===== src/rtl/peripheral_spram_axi4_pkg.sv =====
// +-----------------------------------------------------------------------------
// | Module      : peripheral_spram_axi4_pkg
// | Description : Shared FSM states and AXI4 encodings for the SPRAM initiator.
// | Revision    : 1.0 - initial release
// +-----------------------------------------------------------------------------
`default_nettype none

package peripheral_spram_axi4_pkg;

  typedef enum logic [2:0] {
    IDLE    = 3'd0,
    WR_REQ  = 3'd1,
    WR_RESP = 3'd2,
    RD_REQ  = 3'd3,
    RD_RESP = 3'd4,
    ERR     = 3'd5
  } state_e;

  localparam logic [1:0] BURST_FIXED = 2'b00;
  localparam logic [1:0] BURST_INCR  = 2'b01;
  localparam logic [1:0] BURST_WRAP  = 2'b10;

  localparam logic [1:0] RESP_OKAY   = 2'b00;
  localparam logic [1:0] RESP_EXOKAY = 2'b01;
  localparam logic [1:0] RESP_SLVERR = 2'b10;
  localparam logic [1:0] RESP_DECERR = 2'b11;

  localparam logic [3:0] CACHE_DEFAULT = 4'b0010;
  localparam logic [2:0] PROT_DEFAULT  = 3'b000;

endpackage

`default_nettype wire


===== src/rtl/peripheral_spram_initiator_axi4.sv =====
// +-----------------------------------------------------------------------------
// | Module      : peripheral_spram_initiator_axi4
// | Description : Core req/gnt port to single-beat AXI4 manager bridge.
// |               Optional macro PERIPHERAL_SPRAM_INITIATOR_ALIGN_CHECK_EN
// |               rejects misaligned requests locally with err_o.
// | Revision    : 1.0 - initial release
// +-----------------------------------------------------------------------------
`default_nettype none

module peripheral_spram_initiator_axi4
  import peripheral_spram_axi4_pkg::*;
#(
  parameter int unsigned AXI_ID_WIDTH   = 10,
  parameter int unsigned AXI_ADDR_WIDTH = 64,
  parameter int unsigned AXI_DATA_WIDTH = 64,
  parameter int unsigned AXI_STRB_WIDTH = 8,
  parameter int unsigned AXI_USER_WIDTH = 10,
  parameter int unsigned AXI_ID_VALUE   = 0
) (
  input  logic                      clk_i,
  input  logic                      rst_ni,
  input  logic                      req_i,
  output logic                      gnt_o,
  input  logic                      we_i,
  input  logic [AXI_ADDR_WIDTH-1:0] addr_i,
  input  logic [AXI_STRB_WIDTH-1:0] be_i,
  input  logic [AXI_DATA_WIDTH-1:0] data_i,
  output logic                      rvalid_o,
  output logic [AXI_DATA_WIDTH-1:0] data_o,
  output logic                      err_o,
  output logic [AXI_ID_WIDTH-1:0]   axi_aw_id,
  output logic [AXI_ADDR_WIDTH-1:0] axi_aw_addr,
  output logic [7:0]                axi_aw_len,
  output logic [2:0]                axi_aw_size,
  output logic [1:0]                axi_aw_burst,
  output logic                      axi_aw_lock,
  output logic [3:0]                axi_aw_cache,
  output logic [2:0]                axi_aw_prot,
  output logic [3:0]                axi_aw_qos,
  output logic [3:0]                axi_aw_region,
  output logic [AXI_USER_WIDTH-1:0] axi_aw_user,
  output logic                      axi_aw_valid,
  input  logic                      axi_aw_ready,
  output logic [AXI_ID_WIDTH-1:0]   axi_ar_id,
  output logic [AXI_ADDR_WIDTH-1:0] axi_ar_addr,
  output logic [7:0]                axi_ar_len,
  output logic [2:0]                axi_ar_size,
  output logic [1:0]                axi_ar_burst,
  output logic                      axi_ar_lock,
  output logic [3:0]                axi_ar_cache,
  output logic [2:0]                axi_ar_prot,
  output logic [3:0]                axi_ar_qos,
  output logic [3:0]                axi_ar_region,
  output logic [AXI_USER_WIDTH-1:0] axi_ar_user,
  output logic                      axi_ar_valid,
  input  logic                      axi_ar_ready,
  output logic [AXI_DATA_WIDTH-1:0] axi_w_data,
  output logic [AXI_STRB_WIDTH-1:0] axi_w_strb,
  output logic                      axi_w_last,
  output logic [AXI_USER_WIDTH-1:0] axi_w_user,
  output logic                      axi_w_valid,
  input  logic                      axi_w_ready,
  input  logic [AXI_ID_WIDTH-1:0]   axi_r_id,
  input  logic [AXI_DATA_WIDTH-1:0] axi_r_data,
  input  logic [1:0]                axi_r_resp,
  input  logic                      axi_r_last,
  input  logic [AXI_USER_WIDTH-1:0] axi_r_user,
  input  logic                      axi_r_valid,
  output logic                      axi_r_ready,
  input  logic [AXI_ID_WIDTH-1:0]   axi_b_id,
  input  logic [1:0]                axi_b_resp,
  input  logic [AXI_USER_WIDTH-1:0] axi_b_user,
  input  logic                      axi_b_valid,
  output logic                      axi_b_ready
);

  localparam int unsigned OFFS_W  = $clog2(AXI_STRB_WIDTH);
  localparam logic [2:0]  AX_SIZE = 3'(OFFS_W);

  state_e                    r_state;
  state_e                    w_next;
  logic [AXI_ADDR_WIDTH-1:0] r_addr;
  logic [AXI_STRB_WIDTH-1:0] r_be;
  logic [AXI_DATA_WIDTH-1:0] r_wdata;
  logic                      r_we;
  logic                      r_aw_done;
  logic                      r_w_done;
  logic                      r_rvalid;
  logic                      r_err;
  logic [AXI_DATA_WIDTH-1:0] r_rdata;
  logic                      w_misaligned;
  logic                      w_aw_hs;
  logic                      w_w_hs;
  logic                      w_b_hs;
  logic                      w_r_hs;

`ifdef PERIPHERAL_SPRAM_INITIATOR_ALIGN_CHECK_EN
  assign w_misaligned = |addr_i[OFFS_W-1:0];
`else
  assign w_misaligned = 1'b0;
`endif

  // Handshakes derived from state/flags, not from the valid outputs, to keep
  // the next-state logic free of combinational loops.
  assign w_aw_hs = (r_state == WR_REQ) && !r_aw_done && axi_aw_ready;
  assign w_w_hs  = (r_state == WR_REQ) && !r_w_done  && axi_w_ready;
  assign w_b_hs  = (r_state == WR_RESP) && axi_b_valid;
  assign w_r_hs  = (r_state == RD_RESP) && axi_r_valid;

  always_ff @(posedge clk_i or negedge rst_ni) begin
    if (!rst_ni) r_state <= IDLE;
    else         r_state <= w_next;
  end

  always_comb begin
    w_next       = r_state;
    gnt_o        = 1'b0;
    axi_aw_valid = 1'b0;
    axi_w_valid  = 1'b0;
    axi_ar_valid = 1'b0;
    axi_b_ready  = 1'b0;
    axi_r_ready  = 1'b0;
    case (r_state)
      IDLE: begin
        gnt_o = req_i;
        if (req_i) w_next = w_misaligned ? ERR : (we_i ? WR_REQ : RD_REQ);
      end
      WR_REQ: begin
        axi_aw_valid = !r_aw_done;
        axi_w_valid  = !r_w_done;
        if ((r_aw_done || w_aw_hs) && (r_w_done || w_w_hs)) w_next = WR_RESP;
      end
      WR_RESP: begin
        axi_b_ready = 1'b1;
        if (axi_b_valid) w_next = IDLE;
      end
      RD_REQ: begin
        axi_ar_valid = 1'b1;
        if (axi_ar_ready) w_next = RD_RESP;
      end
      RD_RESP: begin
        axi_r_ready = 1'b1;
        if (axi_r_valid) w_next = IDLE;
      end
      ERR:     w_next = IDLE;
      default: w_next = IDLE;
    endcase
  end

  always_ff @(posedge clk_i or negedge rst_ni) begin
    if (!rst_ni) begin
      r_addr    <= '0;
      r_be      <= '0;
      r_wdata   <= '0;
      r_we      <= 1'b0;
      r_aw_done <= 1'b0;
      r_w_done  <= 1'b0;
      r_rvalid  <= 1'b0;
      r_err     <= 1'b0;
      r_rdata   <= '0;
    end else begin
      r_rvalid <= 1'b0;
      if (r_state == IDLE) begin
        r_aw_done <= 1'b0;
        r_w_done  <= 1'b0;
        if (req_i) begin
          r_addr  <= addr_i;
          r_be    <= be_i;
          r_wdata <= data_i;
          r_we    <= we_i;
          // A rejected misaligned request completes in the cycle after grant.
          if (w_misaligned) begin
            r_rvalid <= 1'b1;
            r_err    <= 1'b1;
          end
        end
      end
      if (w_aw_hs) r_aw_done <= 1'b1;
      if (w_w_hs)  r_w_done  <= 1'b1;
      if (w_b_hs) begin
        r_rvalid <= 1'b1;
        r_err    <= axi_b_resp[1];
      end
      if (w_r_hs) begin
        r_rvalid <= 1'b1;
        r_err    <= axi_r_resp[1];
        r_rdata  <= axi_r_data;
      end
    end
  end

  assign rvalid_o = r_rvalid;
  assign err_o    = r_err;
  assign data_o   = r_rdata;

  assign axi_aw_id     = AXI_ID_WIDTH'(AXI_ID_VALUE);
  assign axi_aw_addr   = r_addr;
  assign axi_aw_len    = 8'd0;
  assign axi_aw_size   = AX_SIZE;
  assign axi_aw_burst  = BURST_INCR;
  assign axi_aw_lock   = 1'b0;
  assign axi_aw_cache  = CACHE_DEFAULT;
  assign axi_aw_prot   = PROT_DEFAULT;
  assign axi_aw_qos    = 4'd0;
  assign axi_aw_region = 4'd0;
  assign axi_aw_user   = '0;

  assign axi_ar_id     = AXI_ID_WIDTH'(AXI_ID_VALUE);
  assign axi_ar_addr   = r_addr;
  assign axi_ar_len    = 8'd0;
  assign axi_ar_size   = AX_SIZE;
  assign axi_ar_burst  = BURST_INCR;
  assign axi_ar_lock   = 1'b0;
  assign axi_ar_cache  = CACHE_DEFAULT;
  assign axi_ar_prot   = PROT_DEFAULT;
  assign axi_ar_qos    = 4'd0;
  assign axi_ar_region = 4'd0;
  assign axi_ar_user   = '0;

  assign axi_w_data = r_wdata;
  assign axi_w_strb = r_be;
  assign axi_w_last = 1'b1;
  assign axi_w_user = '0;

  // Response side-band fields carry no meaning for a single-ID, single-beat manager.
  logic w_unused;
  assign w_unused = ^{axi_r_id, axi_r_last, axi_r_user, axi_r_resp[0],
                      axi_b_id, axi_b_user, axi_b_resp[0], r_we};

endmodule

`default_nettype wire

===== config.mk =====
export PLATFORM = sky130hd
export DESIGN_NAME = peripheral_spram_initiator_axi4
export DESIGN_NICKNAME = d
export VERILOG_FILES = /design/src/rtl/peripheral_spram_axi4_pkg.sv /design/src/rtl/peripheral_spram_initiator_axi4.sv
export SDC_FILE = /design/constraint.sdc
export NUM_CORES = 1
export LEC_CHECK = 0
export CAP_MARGIN = 30
export CORE_AREA = 2 2 248 250
export DETAILED_ROUTE_END_ITERATION = 10
export DIE_AREA = 0 0 250 252
export SETUP_SLACK_MARGIN = 0.2
export SLEW_MARGIN = 20
export SYNTH_ARGS = -nofsm -noshare
export SYNTH_HDL_FRONTEND = slang
export SYNTH_SLANG_ARGS = --single-unit

===== constraint.sdc =====
create_clock -name clk_i -period 1.9 [get_ports clk_i]
set_input_delay 0.19 -clock clk_i [delete_from_list [all_inputs] [get_ports clk_i]]
set_output_delay 0.19 -clock clk_i [all_outputs]
set_load 0.02 [all_outputs]

==> results.toml <==
[run_status]
status = "completed"

[setup_path]
path_common_cell = "buf_4"
slowest_delay_ns = 0.39
path_class = "flop to output pin"
cp.required_ns = 1.71
crit_path_top_delay_cell = "dfrtp_1"
worst_path_dominant_cell_family = "buffers and inverters"
crit_chain = "buf_4, inv_1, nor3b_2, buf_4"
arrival_ns = 1.64
critPathLaunchType = "flop"
path_max_fanout = 8
rrSetupSlack_ns = 0.09
path_buf_inv = 3
end_kind = "output pin"

[clocking]
clk_latency_ns = 0.55
cts_buffer_depth = 3
cts-root-buf = "clkbuf_16"
path_clk_slew_ns = 0.06
cts_tree = "done"
htreeDepth = 1
numCtsBuffers = 26
cts_sinks = 207

[drt]
drt_wl_total_um = 28900
post_drt_wl_per_cell_um = 14.9
dr.first_iter.drc_count = 129
via_count = 6387
drtAntennaViolNets = 0
firstDrtPassIters = 4
drcViolationCount = 0
routed_via_density = 3.30

[synth]
postSynthAreaPerCell_um2 = 15.2
ys_seq_elements = 207
yosys_warnings = 0
synth_edf_count = 0
syn_inst = 637
async_flop_share = 1.00
synth-simple-area-share = 0.0127
synth-seq-area-share = 0.536
synth-compound-area-share = 0.00453
synth.distinct_cells = 26
synth-xor-area-share = 0
syn_area_um2 = 9670
synthMuxAreaShare = 0.275
synth_flop_cell = "dfrtp_1"
synth_top_family_by_area = "multiplexers"
synth_adder_area_share = 0

[finish]
diodes = 0
nFillCells = 6286
fin_cells = 1934
nNetsFinal = 1388
postLayoutCoreUtil = 0.268
synthToLayoutAreaGrowth_pct = 66.8
final_layout_size_suffix_gt1_frac = 0.266

[global_routing]
grtUsageTotal = 0.0858
grtUsageMet2 = 0.155
antenna_found_initial = 0
grt_pass1_vias = 6796
gr-max-usage-layer = "met2"
grt_start_max_net_pins = 52
grt_pass1_wl_um = 42100
grt_use_met1 = 0.0969
met3_usage = 0.0269
grt_overflow_total = 0

[pwr]
cellPowerDensity_nw_per_um2 = 1700
p_seq_frac = 0.290
clkPwrFrac = 0.190
peakVddDrop_v = 0.000906
internal-power_mw = 17.0
power.switching_mw = 10.4
leakage_nw = 7.55
combPwrFrac = 0.520
switching_share = 0.379
p_total_mw = 27.5

[sta]
tightest_slew_ns = 0.501
setup_violations = 0
rsz0062_at_grt = "true"
fin_crit_ns = 1.83
post-route-period-util = 0.963
slew_headroom = 0.666
fin_skew_ns = 0.0148
hold_viol = 0
max_freq_ghz = 0.546
finalWorstSetupSlack_ns = 0.0697
fin_tns_setup_ns = 0
slew_violations = 0

[die]
row_count = 90
die_area_um2 = 63000
dieWidth_um = 250
core-area_um2 = 60100
die_h_um = 252
ioPinCount = 635
start_util = 0.161

[placement]
portBuffers = 482
dp_hpwl_um = 20300
dp_cells = 1844
pre_cts_slack_ns = -0.00388
gp_congestion = 0.747

[min_path]
holdCritPathClass = "input pin to asynchronous set/reset pin"

[run]
maxCapViolations = 0
## synth_stat cells (2+ instances only)
cell,number,area share
nand2_1,3,0.0012
mux2_4,100,0.16
buf_2,3,0.0016
inv_1,2,0.00078
conb_1,2,0.00078
buf_12,11,0.023
buf_4,175,0.14
nand2b_1,2,0.0013
mux2_1,29,0.034
mux2_2,71,0.083
nor3b_1,3,0.0023
a21oi_1,3,0.0016
dfrtp_1,207,0.54
nor2_1,6,0.0023
buf_6,9,0.010
## flip-flops by register name, summed over array words and instances (netlist names)
register     flops
axi_ar_addr     64
axi_w_data      64
data_o          64
axi_w_strb       8
r_state          3
err_o            1
r_aw_done        1
r_w_done         1
rvalid_o         1
## kinds of logic after synthesis
kind of cell           Yosys count
AO/OA/AOI/OAI                    7
buffers and inverters          200
flip-flops                     207
multiplexers                   202
other                            2
AND/OR/NAND/NOR                 19
## power groups by stage
stage | Clock [mW] | Combinational (mW) | Sequential [mW]
6_report | 5.22 | 14.3 | 7.96
5_1_grt | 5.58 | 15.0 | 8.30
4_1_cts | 5.42 | 14.1 | 8.01
3_5_place_dp | 0 | 15.0 | 8.13
3_3_place_gp | 0 | 14.9 | 8.07
2_1_floorplan | 0 | 6.47 | 10.5
## placed cells by master, fill, tap and decap left out, types with 2 or more instances in the layout
cell type	n
dlygate4sd2_1	266
clkdlybuf4s50_1	209
dfrtp_1	207
conb_1	109
mux2_4	103
mux2_2	69
mux2_1	28
clkbuf_16	28
buf_6	21
buf_4	20
buf_12	17
buf_16	16
clkbuf_8	6
buf_8	6
nor2_1	5
bufinv_16	4
clkbuf_1	4
nand2_1	3
a21oi_1	3
clkinv_2	3
inv_1	2
nand2b_1	2
clkinv_4	2
## worst paths after layout
kind                                   startpoint                           to  depth (start not counted)
setup / recovery           r_state[0]$_DFFE_PN0P_                 axi_ar_valid                          4
hold / removal                             rst_ni    axi_w_strb[7]$_DFFE_PN0P_                          2
setup reg to reg           r_state[0]$_DFFE_PN0P_   axi_w_data[20]$_DFFE_PN0P_                          7
hold reg to reg            data_o[25]$_DFFE_PN0P_       data_o[25]$_DFFE_PN0P_                          1
max in group asynchronous                  rst_ni       data_o[25]$_DFFE_PN0P_                          3
min in group clk_i                     addr_i[14]  axi_ar_addr[14]$_DFFE_PN0P_                          2
## worst register-to-register path, stage by stage, from the launching register on
cell	delay [ns]
dfrtp_1	0.40
nor3_4	0.22
and2_4	0.20
buf_12	0.16
buf_16	0.18
buf_6	0.12
buf_16	0.11
mux2_4	0.29
## metrics by stage
stage / hold WS, ns / area (um^2)
global placement: 0.217 / 14600
finish: 0.176 / 16100
detailed placement: 0.214 / 14600
CTS: 0.170 / 15900
global route: 0.199 / 16100
floorplan: -0.106 / 10100
## routing by layer
layer / part of all wire / up-vias
li1: - / 2871
met1: 0.38 / 3197
met2: 0.52 / 288
met3: 0.080 / 31
met4: 0.021 / 0
met5: 0 / -
## layout make-up
cell class	count	area, um^2	share of cell area
inverters	2	7.51	0.000465
repair buffers	560	5790	0.359
clock buffers	35	734	0.0455
multi-input cells	337	3270	0.203
clock inverters	11	176	0.0109
flip-flops and latches	207	5180	0.321
well taps	782	978	0.0606
## repair_timing
item / 4_1_cts / 5_1_grt
gates resized for setup: 333 / 32
hold buffers: 1 / 0
cloned: 13 / 2
pin swaps: 4 / 1
setup endpoints to repair: 407 / 202
setup buffers: 14 / 14
hold endpoints to repair: 42 / 0
Power figures use the tool's default switching activity.
